## src/rtl/uart_rx_frame_pkg.sv

```systemverilog
// Shared UART definitions: receiver state encoding, parity selection and helpers
// used by both the receiver and the transmitter.
`timescale 1ps/1ps
package uart_pkg;

  typedef enum logic [2:0] {
    IDLE,
    START,
    DATA,
    PARITY,
    STOP
  } rx_state_e;

  localparam logic PAR_EVEN = 1'b0;
  localparam logic PAR_ODD  = 1'b1;

  // Wide enough for any payload; zero-extension does not change the XOR.
  localparam int PARITY_MAX_WIDTH = 32;

  function automatic logic parity_calc(input logic [PARITY_MAX_WIDTH-1:0] data,
                                       input logic par_typ);
    return (par_typ == PAR_EVEN) ? (^data) : ~(^data);
  endfunction

  function automatic logic majority3(input logic a, input logic b, input logic c);
    return (a & b) | (a & c) | (b & c);
  endfunction

endpackage

```

## src/rtl/uart_rx_frame_if.sv

```systemverilog
// Receive-side output bundle: the received byte plus its one-cycle status pulses.
`timescale 1ps/1ps
interface uart_rx_frame_if #(
  parameter int DATA_WIDTH = 8
);
  logic [DATA_WIDTH-1:0] o_data;
  logic                  o_data_valid;
  logic                  o_par_err;
  logic                  o_stp_err;

  modport master (output o_data, output o_data_valid, output o_par_err, output o_stp_err);
  modport slave  (input  o_data, input  o_data_valid, input  o_par_err, input  o_stp_err);
endinterface

```

## src/rtl/uart_rx_frame_sampler.sv

```systemverilog
// Bit timing for the receiver: oversampling edge counter, 3-point sampling around
// mid-bit and a registered 2-of-3 majority, with decision and end-of-bit strobes.
`timescale 1ps/1ps
module uart_rx_sampler
  import uart_pkg::*;
#(
  parameter int PRESCALE_WIDTH = 6
) (
  input  logic                      i_clk,
  input  logic                      i_rst_n,
  input  logic                      i_rx_s,
  input  logic [PRESCALE_WIDTH-1:0] i_prescale,
  input  logic                      i_cnt_en,
  output logic                      o_bit_val,
  output logic                      o_bit_decide,
  output logic                      o_bit_end
);
  localparam logic [PRESCALE_WIDTH-1:0] CNT_ONE = PRESCALE_WIDTH'(1);
  localparam logic [PRESCALE_WIDTH-1:0] CNT_TWO = PRESCALE_WIDTH'(2);

  logic [PRESCALE_WIDTH-1:0] r_edge_cnt;
  logic [1:0]                r_samples;
  logic                      r_bit_val;
  logic [PRESCALE_WIDTH-1:0] w_half;

  assign w_half       = i_prescale >> 1;
  assign o_bit_end    = (r_edge_cnt == i_prescale - CNT_ONE);
  assign o_bit_decide = (r_edge_cnt == w_half + CNT_TWO);
  assign o_bit_val    = r_bit_val;

  always_ff @(posedge i_clk or negedge i_rst_n) begin
    if (!i_rst_n) begin
      r_edge_cnt <= '0;
      r_samples  <= 2'b11;
      r_bit_val  <= 1'b1;
    end else begin
      // Counter parks at 0 whenever the FSM is (or is about to be) idle.
      if (i_cnt_en && !o_bit_end)
        r_edge_cnt <= r_edge_cnt + CNT_ONE;
      else
        r_edge_cnt <= '0;

      if (r_edge_cnt == w_half - CNT_ONE)
        r_samples[0] <= i_rx_s;
      if (r_edge_cnt == w_half)
        r_samples[1] <= i_rx_s;
      if (r_edge_cnt == w_half + CNT_ONE)
        r_bit_val <= majority3(r_samples[0], r_samples[1], i_rx_s);
    end
  end

endmodule

```

## src/rtl/uart_rx_frame.sv

```systemverilog
// Oversampling UART receiver: start, DATA_WIDTH data bits LSB-first, optional
// parity and one stop bit; delivers the byte and error pulses.
//   state  | meaning
//   IDLE   | line idle, waiting for rx_s = 0
//   START  | validating start bit; majority 1 is a glitch
//   DATA   | shifting in data bits
//   PARITY | checking the parity bit
//   STOP   | evaluating stop bit, then straight back to IDLE
`timescale 1ps/1ps
module uart_rx_frame
  import uart_pkg::*;
#(
  parameter int DATA_WIDTH     = 8,
  parameter int PRESCALE_WIDTH = 6
) (
  input  logic                      i_uart_clk,
  input  logic                      i_arst_n,
  input  logic                      i_rx_in,
  input  logic [PRESCALE_WIDTH-1:0] i_prescale,
  input  logic                      i_par_en,
  input  logic                      i_par_typ,
  uart_rx_frame_if.master           o_rx
);
  localparam int BIT_CNT_W = (DATA_WIDTH > 1) ? $clog2(DATA_WIDTH) : 1;

  logic [1:0]                r_sync;
  rx_state_e                 r_state;
  rx_state_e                 w_state_next;
  logic [PRESCALE_WIDTH-1:0] r_prescale;
  logic                      r_par_en;
  logic                      r_par_typ;
  logic [DATA_WIDTH-1:0]     r_shift;
  logic [BIT_CNT_W-1:0]      r_bit_cnt;
  logic                      r_par_mis;

  logic w_rx_s;
  logic w_bit_val;
  logic w_bit_decide;
  logic w_bit_end;
  logic w_bit_last;
  logic w_cnt_en;
  logic w_start_det;
  logic w_shift_en;
  logic w_par_chk;
  logic w_frame_done;

  assign w_rx_s     = r_sync[1];
  assign w_bit_last = (r_bit_cnt == BIT_CNT_W'(DATA_WIDTH - 1));
  assign w_cnt_en   = (r_state != IDLE) && (w_state_next != IDLE);

  uart_rx_sampler #(
    .PRESCALE_WIDTH (PRESCALE_WIDTH)
  ) u_sampler (
    .i_clk        (i_uart_clk),
    .i_rst_n      (i_arst_n),
    .i_rx_s       (w_rx_s),
    .i_prescale   (r_prescale),
    .i_cnt_en     (w_cnt_en),
    .o_bit_val    (w_bit_val),
    .o_bit_decide (w_bit_decide),
    .o_bit_end    (w_bit_end)
  );

  always_ff @(posedge i_uart_clk or negedge i_arst_n) begin
    if (!i_arst_n) begin
      r_sync  <= 2'b11;
      r_state <= IDLE;
    end else begin
      r_sync  <= {r_sync[0], i_rx_in};
      r_state <= w_state_next;
    end
  end

  always_comb begin
    w_state_next = r_state;
    w_start_det  = 1'b0;
    w_shift_en   = 1'b0;
    w_par_chk    = 1'b0;
    w_frame_done = 1'b0;
    case (r_state)
      IDLE: begin
        if (!w_rx_s) begin
          w_state_next = START;
          w_start_det  = 1'b1;
        end
      end
      START: begin
        if (w_bit_decide && w_bit_val)
          w_state_next = IDLE;
        else if (w_bit_end)
          w_state_next = DATA;
      end
      DATA: begin
        w_shift_en = w_bit_decide;
        if (w_bit_end && w_bit_last)
          w_state_next = r_par_en ? PARITY : STOP;
      end
      PARITY: begin
        w_par_chk = w_bit_decide;
        if (w_bit_end)
          w_state_next = STOP;
      end
      STOP: begin
        if (w_bit_decide) begin
          w_frame_done = 1'b1;
          w_state_next = IDLE;
        end
      end
      default: w_state_next = IDLE;
    endcase
  end

  always_ff @(posedge i_uart_clk or negedge i_arst_n) begin
    if (!i_arst_n) begin
      r_prescale <= '0;
      r_par_en   <= 1'b0;
      r_par_typ  <= PAR_EVEN;
      r_shift    <= '0;
      r_bit_cnt  <= '0;
      r_par_mis  <= 1'b0;
    end else begin
      if (w_start_det) begin
        r_prescale <= i_prescale;
        r_par_en   <= i_par_en;
        r_par_typ  <= i_par_typ;
        r_bit_cnt  <= '0;
        r_par_mis  <= 1'b0;
      end
      if (w_shift_en)
        r_shift <= {w_bit_val, r_shift[DATA_WIDTH-1:1]};
      if ((r_state == DATA) && w_bit_end)
        r_bit_cnt <= w_bit_last ? '0 : r_bit_cnt + BIT_CNT_W'(1);
      if (w_par_chk)
        r_par_mis <= (w_bit_val != parity_calc(PARITY_MAX_WIDTH'(r_shift), r_par_typ));
    end
  end

  always_ff @(posedge i_uart_clk or negedge i_arst_n) begin
    if (!i_arst_n) begin
      o_rx.o_data       <= '0;
      o_rx.o_data_valid <= 1'b0;
      o_rx.o_par_err    <= 1'b0;
      o_rx.o_stp_err    <= 1'b0;
    end else begin
      o_rx.o_data_valid <= 1'b0;
      o_rx.o_par_err    <= 1'b0;
      o_rx.o_stp_err    <= 1'b0;
      if (w_frame_done) begin
        o_rx.o_stp_err <= ~w_bit_val;
        o_rx.o_par_err <= r_par_mis;
        if (w_bit_val && !r_par_mis) begin
          o_rx.o_data       <= r_shift;
          o_rx.o_data_valid <= 1'b1;
        end
      end
    end
  end

endmodule

```

## src/flat_wrapper.sv

```systemverilog
// flat-port wrapper written by rule: the top's interface ports become plain ports
module uart_rx_frame_flat import uart_pkg::*;
#(
  parameter int DATA_WIDTH     = 8,
  parameter int PRESCALE_WIDTH = 6
)
  (i_uart_clk, i_arst_n, i_rx_in, i_prescale, i_par_en, i_par_typ, o_rx_o_data, o_rx_o_data_valid, o_rx_o_par_err, o_rx_o_stp_err);
  uart_rx_frame_if #(.DATA_WIDTH(DATA_WIDTH)) o_rx_i ();
  input  logic i_uart_clk;
  input  logic i_arst_n;
  input  logic i_rx_in;
  input  logic [PRESCALE_WIDTH-1:0] i_prescale;
  input  logic i_par_en;
  input  logic i_par_typ;
  output wire logic [$bits(o_rx_i.o_data)-1:0] o_rx_o_data;
  output wire logic [$bits(o_rx_i.o_data_valid)-1:0] o_rx_o_data_valid;
  output wire logic [$bits(o_rx_i.o_par_err)-1:0] o_rx_o_par_err;
  output wire logic [$bits(o_rx_i.o_stp_err)-1:0] o_rx_o_stp_err;
  assign o_rx_o_data = o_rx_i.o_data;
  assign o_rx_o_data_valid = o_rx_i.o_data_valid;
  assign o_rx_o_par_err = o_rx_i.o_par_err;
  assign o_rx_o_stp_err = o_rx_i.o_stp_err;
  uart_rx_frame #(.DATA_WIDTH(DATA_WIDTH), .PRESCALE_WIDTH(PRESCALE_WIDTH)) u_core (.i_uart_clk(i_uart_clk), .i_arst_n(i_arst_n), .i_rx_in(i_rx_in), .i_prescale(i_prescale), .i_par_en(i_par_en), .i_par_typ(i_par_typ), .o_rx(o_rx_i));
endmodule
```

## config.mk

```make
export PLATFORM = sky130hd
export DESIGN_NAME = uart_rx_frame_flat
export DESIGN_NICKNAME = d
export VERILOG_FILES = /design/src/rtl/uart_rx_frame_pkg.sv /design/src/rtl/uart_rx_frame_if.sv /design/src/rtl/uart_rx_frame_sampler.sv /design/src/rtl/uart_rx_frame.sv /design/src/flat_wrapper.sv
export SDC_FILE = /design/constraint.sdc
export NUM_CORES = 1
export LEC_CHECK = 0
export ABC_AREA = 0
export CAP_MARGIN = 20
export CORE_MARGIN = 2
export CORE_UTILIZATION = 30
export DETAILED_ROUTE_END_ITERATION = 8
export GPL_ROUTABILITY_DRIVEN = 0
export GPL_TIMING_DRIVEN = 0
export PLACE_DENSITY = 0.54
export SYNTH_ARGS = -nofsm -noshare
export SYNTH_HDL_FRONTEND = slang
export SYNTH_HIERARCHICAL = 1
export SYNTH_SLANG_ARGS = --single-unit
```

## constraint.sdc

```tcl
create_clock -name i_uart_clk -period 7.66 [get_ports i_uart_clk]
set_clock_uncertainty 0.05 [all_clocks]
set_input_delay 1.915 -clock i_uart_clk [delete_from_list [all_inputs] [get_ports i_uart_clk]]
set_output_delay 1.915 -clock i_uart_clk [all_outputs]
set_load 0.005 [all_outputs]
```

==> metrics.csv <==
stage;metric;value;unit
run_status;outcome;completed;
pwr;pwr/cell area;327;nW/um2
timing;Peak Freq;319;MHz
floorplan;Starting Density;0.310;
setup_path;slowest stage delay, CP;510;ps
logic_synthesis;Async SR Flop Fraction;1.00;
floorplan;I/O Pins;22;
cts;Post-CTS Setup Inserts;0;
detailed_routing;Routed WL per cell;13.4;um
pwr;Peak VDD IR;0.000105;V
logic_synthesis;Yosys reg bits;45;
cts;Num CTS Buffers;5;
global_routing;global-route usage over all layers;0.117;
cts;clock slew at reported path FFs;90;ps
detailed_routing;Residual DRC;0;
pwr;Sw Share;0.383;
logic_synthesis;post-synthesis net count;248;
global_routing;vias in the first global route;1745;
timing;fin crit period;3130;ps
cts;worst-case clock buffer depth;2;
detailed_routing;DR vias/cell;4.74;
pwr;Clock Power Share;0.187;
setup_path;critical path fanouts, max;2;
logic_synthesis;Syn Inst Count;227;
timing;Tcrit/Tclk final;0.409;
setup_path;worst path cell trace;clkdlybuf4s50_1;
setup_path;Worst Path Buf+Inv;1;
timing;unrepaired setup endpoints after global routing;no;
timing;fin. max-slew vios;0;
cts;hold buffers post-CTS;0;
cts;CTS tree;yes;
logic_synthesis;register area share after synthesis;0.444;
pwr;Final Power;988;uW
setup_path;worst path required time;5700;ps
floorplan;Die Width;96.2;um
timing;final setup fails;0;
detailed_routing;1st-iter DRT viols;39;
floorplan;Die H;96.2;um
setup_path;WP data arrival;1170;ps
global_routing;largest net degree at the start of global routing;31;
cts;root buf cell;clkbuf_8;
logic_synthesis;syn_area_per_cell;11.2;um2
timing;final hold vios;0;
logic_synthesis;prevailing post-synth register cell;dfrtp_1;
setup_path;crit path capture type;output pin;
timing;setup TNS;0;ps
cts;Worst-Skew Late Latency;310;ps
global_routing;first-pass GRT wire length;8.27;mm
setup_path;Critical Path Start Type;flip-flop;
floorplan;CORE AREA;8220;um2
cells_and_area;Core Util, Final;0.368;
cells_and_area;# nets final;278;
setup_path;CP delay by family, top;buffers and inverters;
setup_path;Slowest cell on crit path;clkdlybuf4s50_1;
placed_design;IO Port Bufs;21;
floorplan;die area;9250;um2
pwr;sequential share of power;0.343;
cells_and_area;layout cell share with drive strength beyond 1;0.229;
logic_synthesis;number of enable flip-flop cells after synthesis;0;
pwr;Internal;609;uW
detailed_routing;routed vias;1719;
floorplan;Rows;33;
cts;clock sink count;45;
logic_synthesis;yosys warns;6;
timing;Slew @ Worst Pin;887;ps
global_routing;initial antenna violation count;0;
cts;Post-CTS Resized;0;
global_routing;Remaining Overflow, GRT;0;
setup_path;Setup CP Type;reg2out;
cts;htree depth;2;
timing;Max transition margin;0.404;
logic_synthesis;count of different cell masters after synthesis;45;
logic_synthesis;Post-Synthesis Cell Area;2550;um2
pwr;NetSw;379;uW
detailed_routing;Final ANT Viol Nets;0;
cells_and_area;ANT cells;0;
pwr;Pleak;0.00133;uW
job;MaxCap Viol Count;0;
placed_design;HPWL after DPL;3.51;mm
detailed_routing;Pre-Repair DR Iteration Count;4;
cells_and_area;Syn-to-layout area delta;18.6;%
hold_path;HP Class;reg2reg;
pwr;Logic pwr share;0.470;
detailed_routing;total wire length;4.88;mm
state kept, by name (all words and copies together), names as in the netlist, 2 cells and up:
name,count
u_core/u_sampler/r_samples,2
u_core/r_state,3
u_core/r_prescale,6
u_core/o_rx.o_data,8
u_core/u_sampler/r_edge_cnt,6
u_core/r_sync,2
u_core/r_shift,8
u_core/r_bit_cnt,3
power by group through the flow:
stage | combinational [uW] | clock (uW) | sequential [uW]
after floorplan | 379 | 0 | 331
after global placement | 457 | 0 | 345
after detailed placement | 462 | 0 | 346
after CTS | 465 | 192 | 341
after global routing | 523 | 200 | 349
final | 465 | 185 | 339
layer usage:
layer / vias up / track usage / wire, um
li1: 846 / - / -
met1: 846 / 0.161 / 2360
met2: 20 / 0.182 / 2310
met3: 7 / 0.0235 / 132
met4: 0 / 0.0429 / 70
met5: - / 0 / 0
layout make-up:
type,instances,area (um2)
repair buffers,23,230
clock inverters,2,38.8
clock buffers,6,72.6
inverters,10,37.5
flip-flops and latches,45,1130
fillers,829,5190
multi-input cells,162,1320
plain buffers,10,61.3
well taps,105,131
cell families (layout without fill, tap and decap cells):
group,count (synthesis),count (layout),share of synthesized area
AND/OR/NAND/NOR,62,62,0.150
flip-flops,45,45,0.444
XOR/XNOR,34,34,0.122
multiplexers,28,28,0.123
AO/OA/AOI/OAI,27,27,0.0682
buffers and inverters,20,51,0.0388
adder cells (fa/ha/maj),11,11,0.0530
synth_stat cells, types with 2 or more instances:
cell | number | share of area
dfstp_2 | 5 | 0.052
xnor2_1 | 23 | 0.079
buf_6 | 2 | 0.0088
xor2_1 | 10 | 0.034
nand2b_1 | 4 | 0.0098
nor3b_1 | 3 | 0.0088
inv_1 | 10 | 0.015
mux2_2 | 27 | 0.12
nand3_1 | 7 | 0.014
and2_1 | 2 | 0.0049
nand2_1 | 10 | 0.015
a31oi_1 | 2 | 0.0049
a22o_1 | 3 | 0.010
nand4_1 | 3 | 0.0074
nor2_1 | 13 | 0.019
dfrtp_1 | 40 | 0.39
nand3b_1 | 2 | 0.0059
ha_1 | 10 | 0.049
buf_2 | 7 | 0.014
o21ai_0 | 9 | 0.018
nor3_1 | 5 | 0.0098
a21oi_1 | 7 | 0.014
stage by stage:
stage / std cells / hold WS [ps] / area, um2 / setup slack (ps)
final: 363 / 318 / 3020 / 4530
after global routing: 363 / 327 / 3020 / 4290
after CTS: 362 / 320 / 3020 / 4510
after detailed placement: 354 / 299 / 2910 / 4630
after global placement: 353 / 297 / 2890 / 3340
after floorplan: 227 / 295 / 2550 / 5180
cell usage in the layout, fill, tap and decap left out, drive strengths merged, types with 3 or more instances in the layout:
cell type,n
dfstp,5
buf,12
dfrtp,40
nor3b,5
ha,10
a21oi,7
nor3,5
a22o,3
nand3,7
nand2b,4
clkbuf,7
xnor2,23
nand4,3
o21ai,9
xor2,10
mux2,27
nand3b,3
inv,11
nand2,10
clkdlybuf4s50,20
nor2,14
final timing paths:
| kind | from | end | slack, ps | depth (start not counted) |
|---|---|---|---|---|
| worst max-delay path | u_core/o_rx.o_data[7] | o_rx_o_data[7] | 4530 | 1 |
| worst min-delay path | u_core/r_sync[0] | u_core/r_sync[1] | 320 | 0 |
| worst max register to register | u_core/r_prescale[1] | u_core/u_sampler/r_edge_cnt[3] | 4600 | 13 |
| worst min register to register | u_core/r_sync[0] | u_core/r_sync[1] | 320 | 0 |
| max in group asynchronous | i_arst_n | u_core/u_sampler/r_samples[1] | 5530 | 2 |
| min in group asynchronous | i_arst_n | u_core/o_rx.o_data[3] | 1460 | 1 |
Power figures use the tool's default switching activity.
==> patch 1, RTL diff (config.mk and constraints unchanged) <==
The 5 states of `rx_state_e` get a Gray code encoding in 3 bits.
--- a/src/rtl/uart_rx_frame_pkg.sv
+++ b/src/rtl/uart_rx_frame_pkg.sv
@@ -4,11 +4,11 @@
 package uart_pkg;
 
   typedef enum logic [2:0] {
-    IDLE,
-    START,
-    DATA,
-    PARITY,
-    STOP
+    IDLE   = 3'b000,
+    START  = 3'b001,
+    DATA   = 3'b011,
+    PARITY = 3'b010,
+    STOP   = 3'b110
   } rx_state_e;
 
   localparam logic PAR_EVEN = 1'b0;
Formal check against the unedited RTL: no difference found for any inputs over 10 cycles, from zero or initial values and one cycle with i_arst_n low; not proved beyond that.
==> patch 1 against the unedited design <==
Wire length decreased by 3.0%. Largest power group unchanged. Worst setup slack worse by 0.012 ns. Critical path depth is the same. Critical path type unchanged. Non-clock buffer count shrank 2. Total power grew 3.3%. Sequential cell count unchanged. Synthesized area fell by 1.9%. Final area fell by 2.2%.
==> patch 1: results (changes against the unedited design) <==
- Leak: 1.24 nW (-6.8%)
- NumNets Final: 274 (-1.4%)
- Worst R2R Start: u_core/r_prescale[2]$_DFFE_PN0P_
- Post-CTS resize count: 0 (unchanged)
- Status: completed
- Tot GR Track Use: 0.116 (-0.00175)
- Placed standard-cell area: 0.00286 mm² (-1.7%)
- Number of global-route vias before repair: 1639 (-6.1%)
- NetSw: 0.415 mW (+9.4%)
- Setup crit end: o_rx_o_data[0]
- Initial DRC Count: 53 (+36%)
- Cell variety after synth: 47 (+4.4%)
- Global-route wire length before repair: 8120 µm (-1.8%)
- H-Tree Depth: 2 (unchanged)
- Routed via count: 1668 (-3.0%)
- Post-Syn Nets: 244 (-1.6%)
- Slew HR: 0.611 (+0.206)
- WL/cell: 13.2 µm (-1.9%)
- Hold Path End: u_core/r_sync[1]$_DFF_PN1_
- Post-DP HPWL: 3450 µm (-1.7%)
- Clk slew on worst S/H paths: 0.10 ns
- Reg-to-reg slack, setup: 4.52 ns (-0.08 ns)
- Most frequent cells after synthesis: 40 x dfrtp_1, 26 x mux2_2, 24 x xnor2_1
- Largest net degree at the start of global routing: 39 (+26%)
- Initial antenna violation count: 0 (unchanged)
- M1 wire length: 2280 µm (-3.3%)
- Largest cells by area after synthesis: dfrtp_1 40%, mux2_2 12%, xnor2_1 8.4%
- Wire length on met2: 2200 µm (-4.8%)
- Layout cell share with drive strength beyond 1: 0.228 (-0.000336)
- Largest stage delay, worst path: 0.51 ns (about the same)
- Crit path from: u_core/o_rx.o_data[0]$_DFFE_PN0P_
- ANT cells: 0 (unchanged)
- Worst slack at placement: 4.61 ns (-0.0109 ns)
- Met3 routed WL: 184 µm (+39%)
- Seq/Total Area, Yosys: 0.453 (+0.00867)
- Family with the most delay on the worst path: buffers and inverters
- RR Endpoint: u_core/u_sampler/r_edge_cnt[3]$_DFF_PN0_
- Worst vdd ir: 0.102 mV (-3.3%)
patch 1: changes by cell type in the layout (fill, tap and decap cells not counted), moves of 2 or more:
cell      delta
buf_2        -4
a22o_1       -3
nand2_1      +3
o22ai_1      +3
inv_1        +2
nand2b_1     -2
nor2_1       -2
nor2b_1      +2
nor3_1       -2
patch 1: metrics by stage:
step / hold WS (ns) / util / cells
floorplan: 0.295 / - / 223
global placement: 0.297 / 0.349 / 349
detailed placement: 0.298 / 0.351 / 350
CTS: 0.327 / 0.363 / 358
global route: 0.335 / 0.363 / 359
finish: 0.326 / 0.363 / 359
patch 1: routing by layer:
layer,vias to the layer above,track usage
met4,0,0.0362
met1,806,0.165
li1,832,-
met3,5,0.0221
met5,-,0
met2,25,0.176
patch 1: cell type report:
class | instances | area (µm²)
sequential | 45 | 1130
inverter | 12 | 45.0
buffer | 8 | 53.8
clock inverter | 3 | 25.0
tap | 105 | 131
timing repair buffer | 23 | 230
multi-input combinational | 158 | 1270
clock buffer | 5 | 68.8
fill | 796 | 5180
patch 1: cell families (layout without fill, tap and decap cells):
kind of cell	count (synthesis)	after routing	share of synthesized area
muxes	26	26	0.117
DFF	45	45	0.453
AOI/OAI and AO/OA	27	27	0.0686
and+or+nand+nor	60	60	0.143
xor gates and xnor gates	34	34	0.125
adders and majority gates	11	11	0.0541
buffers and inverters	20	51	0.0395
patch 1: power groups by stage:
stage,Clock [mW],Combinational [mW],Sequential (mW)
2_1_floorplan,0,0.416,0.348
3_3_place_gp,0,0.492,0.366
3_5_place_dp,0,0.501,0.367
4_1_cts,0.164,0.504,0.362
5_1_grt,0.171,0.563,0.376
6_report,0.158,0.503,0.361
==> patch 2, RTL diff (same settings) <==
Made on the original files. `PRESCALE_WIDTH` is set to 6 in 3 places; all go to 12.
--- a/src/rtl/uart_rx_frame_sampler.sv
+++ b/src/rtl/uart_rx_frame_sampler.sv
@@ -4,7 +4,7 @@
 module uart_rx_sampler
   import uart_pkg::*;
 #(
-  parameter int PRESCALE_WIDTH = 6
+  parameter int PRESCALE_WIDTH = 12
 ) (
   input  logic                      i_clk,
   input  logic                      i_rst_n,
--- a/src/rtl/uart_rx_frame.sv
+++ b/src/rtl/uart_rx_frame.sv
@@ -11,7 +11,7 @@
   import uart_pkg::*;
 #(
   parameter int DATA_WIDTH     = 8,
-  parameter int PRESCALE_WIDTH = 6
+  parameter int PRESCALE_WIDTH = 12
 ) (
   input  logic                      i_uart_clk,
   input  logic                      i_arst_n,
--- a/src/flat_wrapper.sv
+++ b/src/flat_wrapper.sv
@@ -2,7 +2,7 @@
 module uart_rx_frame_flat import uart_pkg::*;
 #(
   parameter int DATA_WIDTH     = 8,
-  parameter int PRESCALE_WIDTH = 6
+  parameter int PRESCALE_WIDTH = 12
 )
   (i_uart_clk, i_arst_n, i_rx_in, i_prescale, i_par_en, i_par_typ, o_rx_o_data, o_rx_o_data_valid, o_rx_o_par_err, o_rx_o_stp_err);
   uart_rx_frame_if #(.DATA_WIDTH(DATA_WIDTH)) o_rx_i ();
Interface: changed (resized i_prescale); port bits go from 22 to 28. The function was not compared with the original's and may differ.
==> patch 2 against the unedited design <==
Sequential cell count increased by 12. Synthesized area increased by 54%. Synthesized cell count increased by 77%. Final area increased by 57%. Total power increased by 51%. Worst setup slack got worse by 0.91 ns. Wire length increased by 85%. Critical endpoint is now u_core/u_sampler/r_edge_cnt[8]$_DFF_PN0_. Largest cell class unchanged.
==> patch 2: results (changes against the unedited design) <==
- Status: completed
- Worst slack at placement: 3.64 ns (-0.988 ns)
- Cell Int Power: 0.919 mW (+51%)
- Fillcell total: 1288 (+55%)
- Largest cells by area after synthesis: dfrtp_1 33%, xnor2_1 9.4%, mux2_2 9.2%
- Comb group: 0.656 mW (+41%)
- M2 GR Usage: 0.227 (+0.0449)
- Worst vdd ir: 0.123 mV (+17%)
- Seq/Total Area, Yosys: 0.366 (-0.0781)
- Cell variety after synth: 61 (+36%)
- Wire length on met2: 4450 µm (+92%)
- H-Tree Depth: 3 (+1)
- Final instance area: 0.00475 mm² (+57%)
- Clock root cell: clkbuf_16
- Post-Syn Nets: 427 (+72%)
- R2R cell count: 14 (+1)
- Global-route track usage on met1: 0.172 (+0.0110)
- Tot GR Track Use: 0.136 (+0.0189)
- Final wirelength: 9040 µm (+85%)
- Biggest registers after layout: u_core/r_prescale x12, u_core/u_sampler/r_edge_cnt x12
- Met3 usage: 0.0256 (+0.00209)
- M1 wire length: 4140 µm (+75%)
- Number of global-route vias before repair: 3188 (+83%)
- Post-placement cell count: 601 (+70%)
- Layout cell share with drive strength beyond 1: 0.182 (-0.0467)
- Initial DRC Count: 125 (+220%)
==> patch 2: cell types whose count changed in the layout (fill, tap and decap cells not counted), sizes merged, moves of 7 or more <==
cell	unedited run	this run
nand2	10	29
nor2	14	35
nor4	2	9
clkbuf	7	23
xor2	10	24
nand3	7	15
xnor2	23	42
dfrtp	40	52
==> patch 2: final cells by class <==
cell class              instances  area share
clock inverters                 6      0.0190
inverters                      15      0.0119
multi-input cells             303       0.482
plain buffers                  26      0.0300
flip-flops and latches         57       0.302
repair buffers                 28      0.0601
well taps                     172      0.0453
clock buffers                  10      0.0503
==> patch 2: final timing paths <==
| kind | startpoint | to | slack, ns |
|---|---|---|---|
| hold reg to reg | u_core/r_sync[0]$_DFF_PN1_ | u_core/r_sync[1]$_DFF_PN1_ | 0.31 |
| setup / recovery | u_core/r_prescale[3]$_DFFE_PN0P_ | u_core/u_sampler/r_edge_cnt[8]$_DFF_PN0_ | 3.62 |
| setup reg to reg | u_core/r_prescale[3]$_DFFE_PN0P_ | u_core/u_sampler/r_edge_cnt[8]$_DFF_PN0_ | 3.62 |
| hold / removal | u_core/r_sync[0]$_DFF_PN1_ | u_core/r_sync[1]$_DFF_PN1_ | 0.31 |
| max in group asynchronous | i_arst_n | u_core/r_sync[1]$_DFF_PN1_ | 5.38 |
| min in group asynchronous | i_arst_n | u_core/o_rx.o_data[4]$_DFFE_PN0P_ | 1.53 |
==> patch 2: cells by family (layout without fill, tap and decap cells) <==
family,Yosys count,in the layout,share of synthesized area
and+or+nand+nor,145,145,0.217
adders and majority gates,10,10,0.0313
DFF,57,57,0.366
AOI/OAI and AO/OA,46,46,0.0815
xor gates and xnor gates,67,67,0.154
buffers and inverters,41,85,0.0508
muxes,35,35,0.100
